[config.mk]
export PLATFORM = sky130hd
export DESIGN_NAME = wide_compare_sequencer
export DESIGN_NICKNAME = d
export VERILOG_FILES = /design/src/rtl/wide_compare_sequencer.sv
export SDC_FILE = /design/constraint.sdc
export NUM_CORES = 1
export LEC_CHECK = 0
export BUFFER_PORTS_ARGS = -buffer_cell sky130_fd_sc_hd__buf_4
export CORE_AREA = 2 2 120 122
export CTS_CLUSTER_DIAMETER = 200
export CTS_CLUSTER_SIZE = 16
export DETAILED_ROUTE_END_ITERATION = 16
export DIE_AREA = 0 0 122 124
export PLACE_DENSITY = 0.5
export SYNTH_ARGS = -nofsm -noshare
export SYNTH_HDL_FRONTEND = slang
export SYNTH_SLANG_ARGS = --single-unit
[constraint.sdc]
create_clock -name clk -period 1.7 [get_ports clk]
set_clock_uncertainty 0.2 [all_clocks]
set_input_delay 0.34 -clock clk [delete_from_list [all_inputs] [get_ports clk]]
set_output_delay 0.34 -clock clk [all_outputs]
set_load 0.02 [all_outputs]
[src/rtl/wide_compare_sequencer.sv]
// Multi-word magnitude compare controller: walks two WORDS x S-bit operands
// MSB word first through an external S-bit comparator, stopping at the first unequal word.
module wide_compare_sequencer #(
    parameter int S     = 8,
    parameter int WORDS = 4,
    localparam int CW   = $clog2(WORDS + 1)
) (
    input  logic                 clk,
    input  logic                 reset,
    input  logic                 in_valid,
    output logic                 in_ready,
    input  logic [S*WORDS-1:0]   in_a,
    input  logic [S*WORDS-1:0]   in_b,
    output logic [S-1:0]         cmp_a,
    output logic [S-1:0]         cmp_b,
    input  logic                 cmp_eq,
    input  logic                 cmp_gt,
    output logic                 out_valid,
    input  logic                 out_ready,
    output logic                 out_eq,
    output logic                 out_gt,
    output logic [CW-1:0]        out_cycles,
    output logic                 err
);

    localparam int IW = (WORDS > 1) ? $clog2(WORDS) : 1;
    localparam logic [IW-1:0] LAST_IDX = IW'(WORDS - 1);

    typedef enum logic [1:0] {
        IDLE = 2'd0,
        CMP  = 2'd1,
        DONE = 2'd2
    } state_t;

    state_t               state;
    logic [S*WORDS-1:0]   a_reg;
    logic [S*WORDS-1:0]   b_reg;
    logic [IW-1:0]        idx;
    logic [CW-1:0]        count;

    // Comparator operands are a pure mux of registers, so they hold steady all cycle.
    assign cmp_a    = a_reg[int'(idx)*S +: S];
    assign cmp_b    = b_reg[int'(idx)*S +: S];
    assign in_ready = (state == IDLE);

    always_ff @(posedge clk) begin
        if (!reset) begin
            state      <= IDLE;
            a_reg      <= '0;
            b_reg      <= '0;
            idx        <= LAST_IDX;
            count      <= '0;
            out_eq     <= 1'b0;
            out_gt     <= 1'b0;
            out_cycles <= '0;
            out_valid  <= 1'b0;
            err        <= 1'b0;
        end else begin
            case (state)
                IDLE: begin
                    if (in_valid) begin
                        a_reg <= in_a;
                        b_reg <= in_b;
                        idx   <= LAST_IDX;
                        count <= '0;
                        state <= CMP;
                    end
                end
                CMP: begin
                    count <= count + 1'b1;
                    // A contradictory comparator answer is flagged but still treated as equal.
                    if (cmp_eq && cmp_gt) begin
                        err <= 1'b1;
                    end
                    if (!cmp_eq) begin
                        out_eq     <= 1'b0;
                        out_gt     <= cmp_gt;
                        out_cycles <= count + 1'b1;
                        out_valid  <= 1'b1;
                        state      <= DONE;
                    end else if (idx == '0) begin
                        out_eq     <= 1'b1;
                        out_gt     <= 1'b0;
                        out_cycles <= count + 1'b1;
                        out_valid  <= 1'b1;
                        state      <= DONE;
                    end else begin
                        idx <= idx - 1'b1;
                    end
                end
                DONE: begin
                    if (out_ready) begin
                        out_valid <= 1'b0;
                        state     <= IDLE;
                    end
                end
                default: begin
                    state <= IDLE;
                end
            endcase
        end
    end

endmodule
==> summary.md, run 1 <==
| Metric | Value |
|---|---|
| Post-Syn Instances | 364 |
| Htree depth | 3 |
| Ports | 94 |
| Global-route wire length before repair | 14,600 microns |
| Tcrit/Tclk final | 1.23 |
| CP Class | flip-flop to output pin |
| Post-synth EDFFs | 0 |
| Setup slack after layout | -0.384 ns |
| Die ar. | 0.0151 sq mm |
| Final min period | 2.08 ns |
| Lkg Pwr | 1.98 nW |
| CP arrival | about 1.5 ns |
| Detail Route Antenna Nets | 0 |
| Reg2Reg Setup Slack | around 0.03 ns |
| Synth area leader | dfxtp_1 |
| Clk_lat worst skew | 0.34 ns |
| Top cells by count, synth | nand2_1 (132), dfxtp_1 (78), a21boi_1 (70) |
| Register area share after synthesis | 0.462 |
| Fin. max-slew vios | 0 |
| CTS Root Cell | clkbuf_16 |
| Ranking of synthesized cells by area | dfxtp_1 (46%), a21boi_1 (16%), nand2_1 (15%), mux4_2 (11%), buf_6 (1.7%) |
| Non-Filler Instances | 646 |
| Worst setup SP type | flip-flop |
| Crit path max fanout | 8 |
| Grt ovf | 0 |
| CP Capture Type | output pin |
| Worst hold slack | 0.0478 ns |
| PwrDens | 946 mW/mm^2 |
| Std-Cell Rows | 43 |
| Distinct cells, synth | 29 |
| Post-synth ARST share | 0 |
| Max-Cap Viols | 0 |
| Initial antenna violation count | 0 |
| Num CTS Buffers | 9 |
| Slew @ Worst Pin | 0.334 ns |
| Highest metal used | met4 |
| Most frequent cell after synthesis | nand2_1 |
| Place WS | -0.0796 ns |
| DP Wirelength | 6500 microns |
| Routed vias | just under 3,000 |
| Post-synth net total | 436 |
| Area of the core | 0.0137 sq mm |
| # DRC | 0 |
| Die width | 122 microns |
| Initial core utilization | 0.246 |
| GR Util All Layers | 0.125 |
| Routed WL per cell | 14.0 microns |
| CTS clock-pin slew for the worst setup and hold paths | 0.06 ns |
| Clock Path Buffers | 2 |
| Placed cells | ~630 |
| Total iterations of the first detailed-routing run | 5 |
| Most used DFF post-synth | dfxtp_1 |
| HP Class | input pin to flip-flop |
| Status | complete, but fails checks |
| Failing checks | negative setup slack |
| Layout cells sized above 1 | 0.333 |
| Final setup viols | 16 |
| CTS tree | done |
| Crit path required time | 1.16 ns |
| Netlist Area Pre-Place | 0.00338 sq mm |
| Synth warnings | 0 |
| Vias per cell | ~4.5 |
| Antenna cells | 0 |
| Max Clock Freq | 480 MHz |
| WL final | 9050 microns |
| Vias in the first global route | 2,943 |
| RSZ-0062 raised after global routing | true |
| Final hold violation count | 0 |
| Area Overhead vs Synth | 41.4% |
| Metal-1 WL | 4150 microns |
| Metal3 WL | 429 microns |
| Nets@finish | 533 |
| CTS Hold Bufs | 0 |
| Routability cong. | 0.759 |
| Top cell type's share of synthesized area | 0.462 |
| Layout Utilization | 0.348 |
| Peak VDD IR | 0.414 mV |
| Post-Syn Area per Cell | 9.28 sq um |
| Rel. slew slack | 0.777 |
| Met2 WL post-DR | between 4000 and 5000 microns |
| Drt initial violations | 186 |
| Largest net degree at the start of global routing | 40 |
| Clk sinks | 78 |
| Port Buffers | 93 |
| Flops & latches, synth | 78 |
| Die height | 124 microns |
| Total power | between 4 and 5 mW |
## layout make-up
type                    instances  area (sq um)
repair buffers                113          1020
inverters                       2          10.0
clock inverters                 6          37.5
flip-flops and latches         78          1570
fillers                      1422          8940
well taps                     180           225
multi-input cells             257          1680
clock buffers                  10           239
## layer usage
metal | vias to the layer above | global-route usage
met1 | 1402 | 0.157
met2 | 54 | 0.208
met4 | 0 | 0.0431
li1 | 1422 | -
met3 | 5 | 0.0334
met5 | - | 0
## worst paths after layout
path	startpoint	endpoint	cells past startpoint
setup / recovery	idx[0]	cmp_a[7]	3
hold / removal	in_a[19]	a_reg[19]	3
setup reg to reg	idx[0]	out_cycles[2]	7
hold reg to reg	a_reg[13]	a_reg[13]	2
## placed cells by master (no fill, tap or decap), types with 2 or more instances in the layout
cell type | synthesis | routed
nand2_1 | 132 | 132
dfxtp_1 | 78 | 76
buf_4 | 3 | 87
buf_6 | 5 | 18
a21oi_1 | 2 | 2
o21ai_0 | 4 | 4
nor2_1 | 2 | 2
a21boi_1 | 70 | 70
clkinv_2 | 0 | 3
buf_12 | 0 | 8
clkinvlp_4 | 0 | 3
nor2b_1 | 8 | 7
nand3b_1 | 2 | 2
or3b_2 | 1 | 2
nand3_1 | 2 | 2
mux4_2 | 16 | 16
nor3_1 | 2 | 2
a31oi_1 | 3 | 3
clkbuf_16 | 0 | 9
## power by group
group	internal, mW	switching (mW)	leakage, nW
clock	1.02	0.758	0.130
sequential	1.94	0.0626	0.640
combinational	0.398	0.340	1.21
total	3.36	1.16	1.98
## through the flow
step	instance area (sq um)	TNS [ns]
after global routing	4780	-6.52
after CTS	4760	-6.15
after floorplan	3410	-0.114
final	4780	-5.78
after detailed placement	4390	-0.839
after global placement	4390	-0.465
## repair_timing
action	CTS	global route
gates resized for setup	23	3
buffers inserted	1	1
endpoints found under the hold margin	0	0
setup endpoints to repair	18	34
pin swaps	2	2
## cell families (layout without fill, tap and decap cells)
group,after synthesis,after routing,synth area share
mux,17,17,0.110
flops,78,78,0.462
simple gates,155,155,0.190
compound gates,83,83,0.180
fa+ha+maj,2,2,0.00741
buf+inv,29,131,0.0500
## worst max-delay path: stages (launching register included)
cell,delay (ns)
dfxtp_4,0.38
buf_12,0.15
mux4_2,0.52
buf_6,0.15
Note: power is estimated with default switching activity, not from simulation.
==> run 2, diff against run 1 <==
PLACE_DENSITY = 0.49   (was 0.5)
==> run 2 against run 1 <==
The flow still finishes with violations (negative setup slack). Critical path depth is the same. Combinational power shrank 1%. Die area is the same. Cell area grew 0.81%. Worst setup slack gained 0.014 ns. Largest cell class unchanged.
==> summary.md, run 2 (same netlist as run 1, synthesis figures left out) <==
| Metric | Value |
|---|---|
| Clk_lat worst skew | 0.34 ns |
| Std-Cell Rows | 43 |
| Clk sinks | 78 |
| CTS Root Cell | clkbuf_16 |
| Global-route wire length before repair | 14,100 microns |
| Non-Filler Instances | ~650 |
| CP Class | flip-flop to output pin |
| Fillers | 1,426 |
| Total iterations of the first detailed-routing run | 4 |
| Tcrit/Tclk final | 1.22 |
| Vias per cell | roughly 4.4 |
| CTS clock-pin slew for the worst setup and hold paths | roughly 0.060 ns |
| Die ar. | roughly 0.015 sq mm |
| Cell Int Power | between 3 and 4 mW |
| Lkg Pwr | 2.01 nW |
| # DRC | 0 |
| Hold_sp | in_a[10] |
| Area of the core | about 0.014 sq mm |
| CP Capture Type | output pin |
| Largest net degree at the start of global routing | 38 |
| Most frequent cells in the layout | nand2_1 (132), buf_4 (91), dfxtp_1 (76) |
| Port Buffers | 93 |
| Area Overhead vs Synth | 42.5% |
| Die width | 122 microns |
| RSZ-0062 raised after global routing | true |
| Crit path max fanout | 8 |
| Rel. slew slack | 0.769 |
| Max Clock Freq | 483 MHz |
| PwrDens | around 1000 mW/mm^2 |
| Antenna cells | 0 |
| Peak VDD IR | 0.420 mV |
| DP Wirelength | 6470 microns |
| Num CTS Buffers | 9 |
| CP arrival | 1.53 ns |
| Clock Path Buffers | 2 |
| Setup crit start | idx[0] |
| Drt initial violations | 205 |
| Grt ovf | 0 |
| Post-route cell area | around 0.0048 sq mm |
| Max-Cap Viols | 0 |
| Setup slack after layout | -0.369 ns |
| CTS tree | done |
| Initial core utilization | 0.246 |
| Crit path required time | between 1 and 1.5 ns |
| Initial antenna violation count | 0 |
| Switching Share | 0.232 |
| Final hold violation count | 0 |
| Routability cong. | 0.775 |
| Fin. max-slew vios | 0 |
| Layout cells sized above 1 | 0.330 |
| Combinational share of power | 0.150 |
| Max stage delay cell, worst path | mux4_2 |
| Htree depth | 3 |
| Worst R2R Start | idx[0] |
| NetSw | 1.13 mW |
| Critical path cell sequence | buf_12, mux4_2, buf_6 |
| Clock power frac | 0.439 |
| GR Util All Layers | 0.122 |
| Largest stage delay on the critical path | between 0.5 and 0.6 ns |
| Final setup viols | 16 |
| Most common cell after layout, fill and taps aside | nand2_1 |
| Worst setup SP type | flip-flop |
| Layout Utilization | 0.351 |
| Slew @ Worst Pin | 0.345 ns |
| Nets@finish | 533 |
| Final min period | 2.07 ns |
| Routed vias | 2,865 |
| Vias in the first global route | 2,750 |
| Flop pwr share | 0.412 |
| Routed WL per cell | 13.9 microns |
| Detail Route Antenna Nets | 0 |
| WL final | roughly 9000 microns |
| Placed cells | 628 |
| Die height | 124 microns |
| Ports | 94 |
| HP Class | input pin to flip-flop |
| Status | complete, but fails checks |
| Placed Area | roughly 0.0044 sq mm |
| Failing checks | negative setup slack |
| Reg2Reg Setup Slack | 0.06 ns |
==> run 2: changes by cell type in the layout (fill, tap and decap cells not counted), sizes merged <==
cell,before,now
clkbuf,10,13
clkinv,3,1
clkinvlp,3,0
bufinv,0,2
==> run 2: stage by stage <==
stage / setup WS (ns) / hold WS, ns / power (mW) / TNS (ns)
6_report: -0.369 / 0.0525 / 4.87 / -5.61
3_3_place_gp: -0.0642 / 0.241 / 2.75 / -0.465
4_1_cts: -0.413 / 0.0425 / 4.95 / -6.12
5_1_grt: -0.413 / 0.0541 / 5.09 / -6.33
3_5_place_dp: -0.0827 / 0.246 / 2.76 / -0.809
2_1_floorplan: -0.0143 / 0.232 / 2.44 / -0.114
==> run 2: power groups by stage <==
stage | clock network (mW) | logic [mW] | registers [mW]
after global routing | 2.27 | 0.802 | 2.02
after floorplan | 0 | 0.405 | 2.03
final | 2.14 | 0.728 | 2.00
after CTS | 2.21 | 0.737 | 2.00
after global placement | 0 | 0.705 | 2.05
after detailed placement | 0 | 0.717 | 2.04
==> run 2: layer usage <==
metal,share of wire,global-route usage,vias to the layer above
met3,0.040,0.0169,13
met5,0,0,-
li1,-,-,1421
met1,0.46,0.158,1365
met4,0.023,0.0639,0
met2,0.48,0.196,66
==> run 2: path summary, 6_finish.rpt <==
| check | cells past startpoint | to |
|---|---|---|
| max | 3 | cmp_a[7] |
| min | 3 | a_reg[10] |
| max reg2reg | 7 | out_cycles[2] |
| min reg2reg | 2 | a_reg[20] |
==> run 2: layout make-up <==
type	instances	area, sq um	share of cell area
Tap cell	180	225	0.0468
Inverter	2	10.0	0.00208
Clock buffer	13	270	0.0561
Timing Repair Buffer	113	1000	0.208
Clock inverter	3	65.1	0.0135
Multi-Input combinational cell	257	1680	0.348
Sequential cell	78	1570	0.325
==> run 2: repair_timing <==
action | 4_1_cts | 5_1_grt
pin swaps | 0 | 2
gates cloned | 0 | 0
endpoints found under the setup margin | 16 | 21
hold buffers | 0 | 0
setup buffers | 0 | 2
resized for setup | 15 | 6
==> run 2: critical path, delay by kind of cell (launching register included) <==
family,cells,cell delay [ns]
muxes,1,0.53
buffers and inverters,2,0.29
DFF,1,0.38
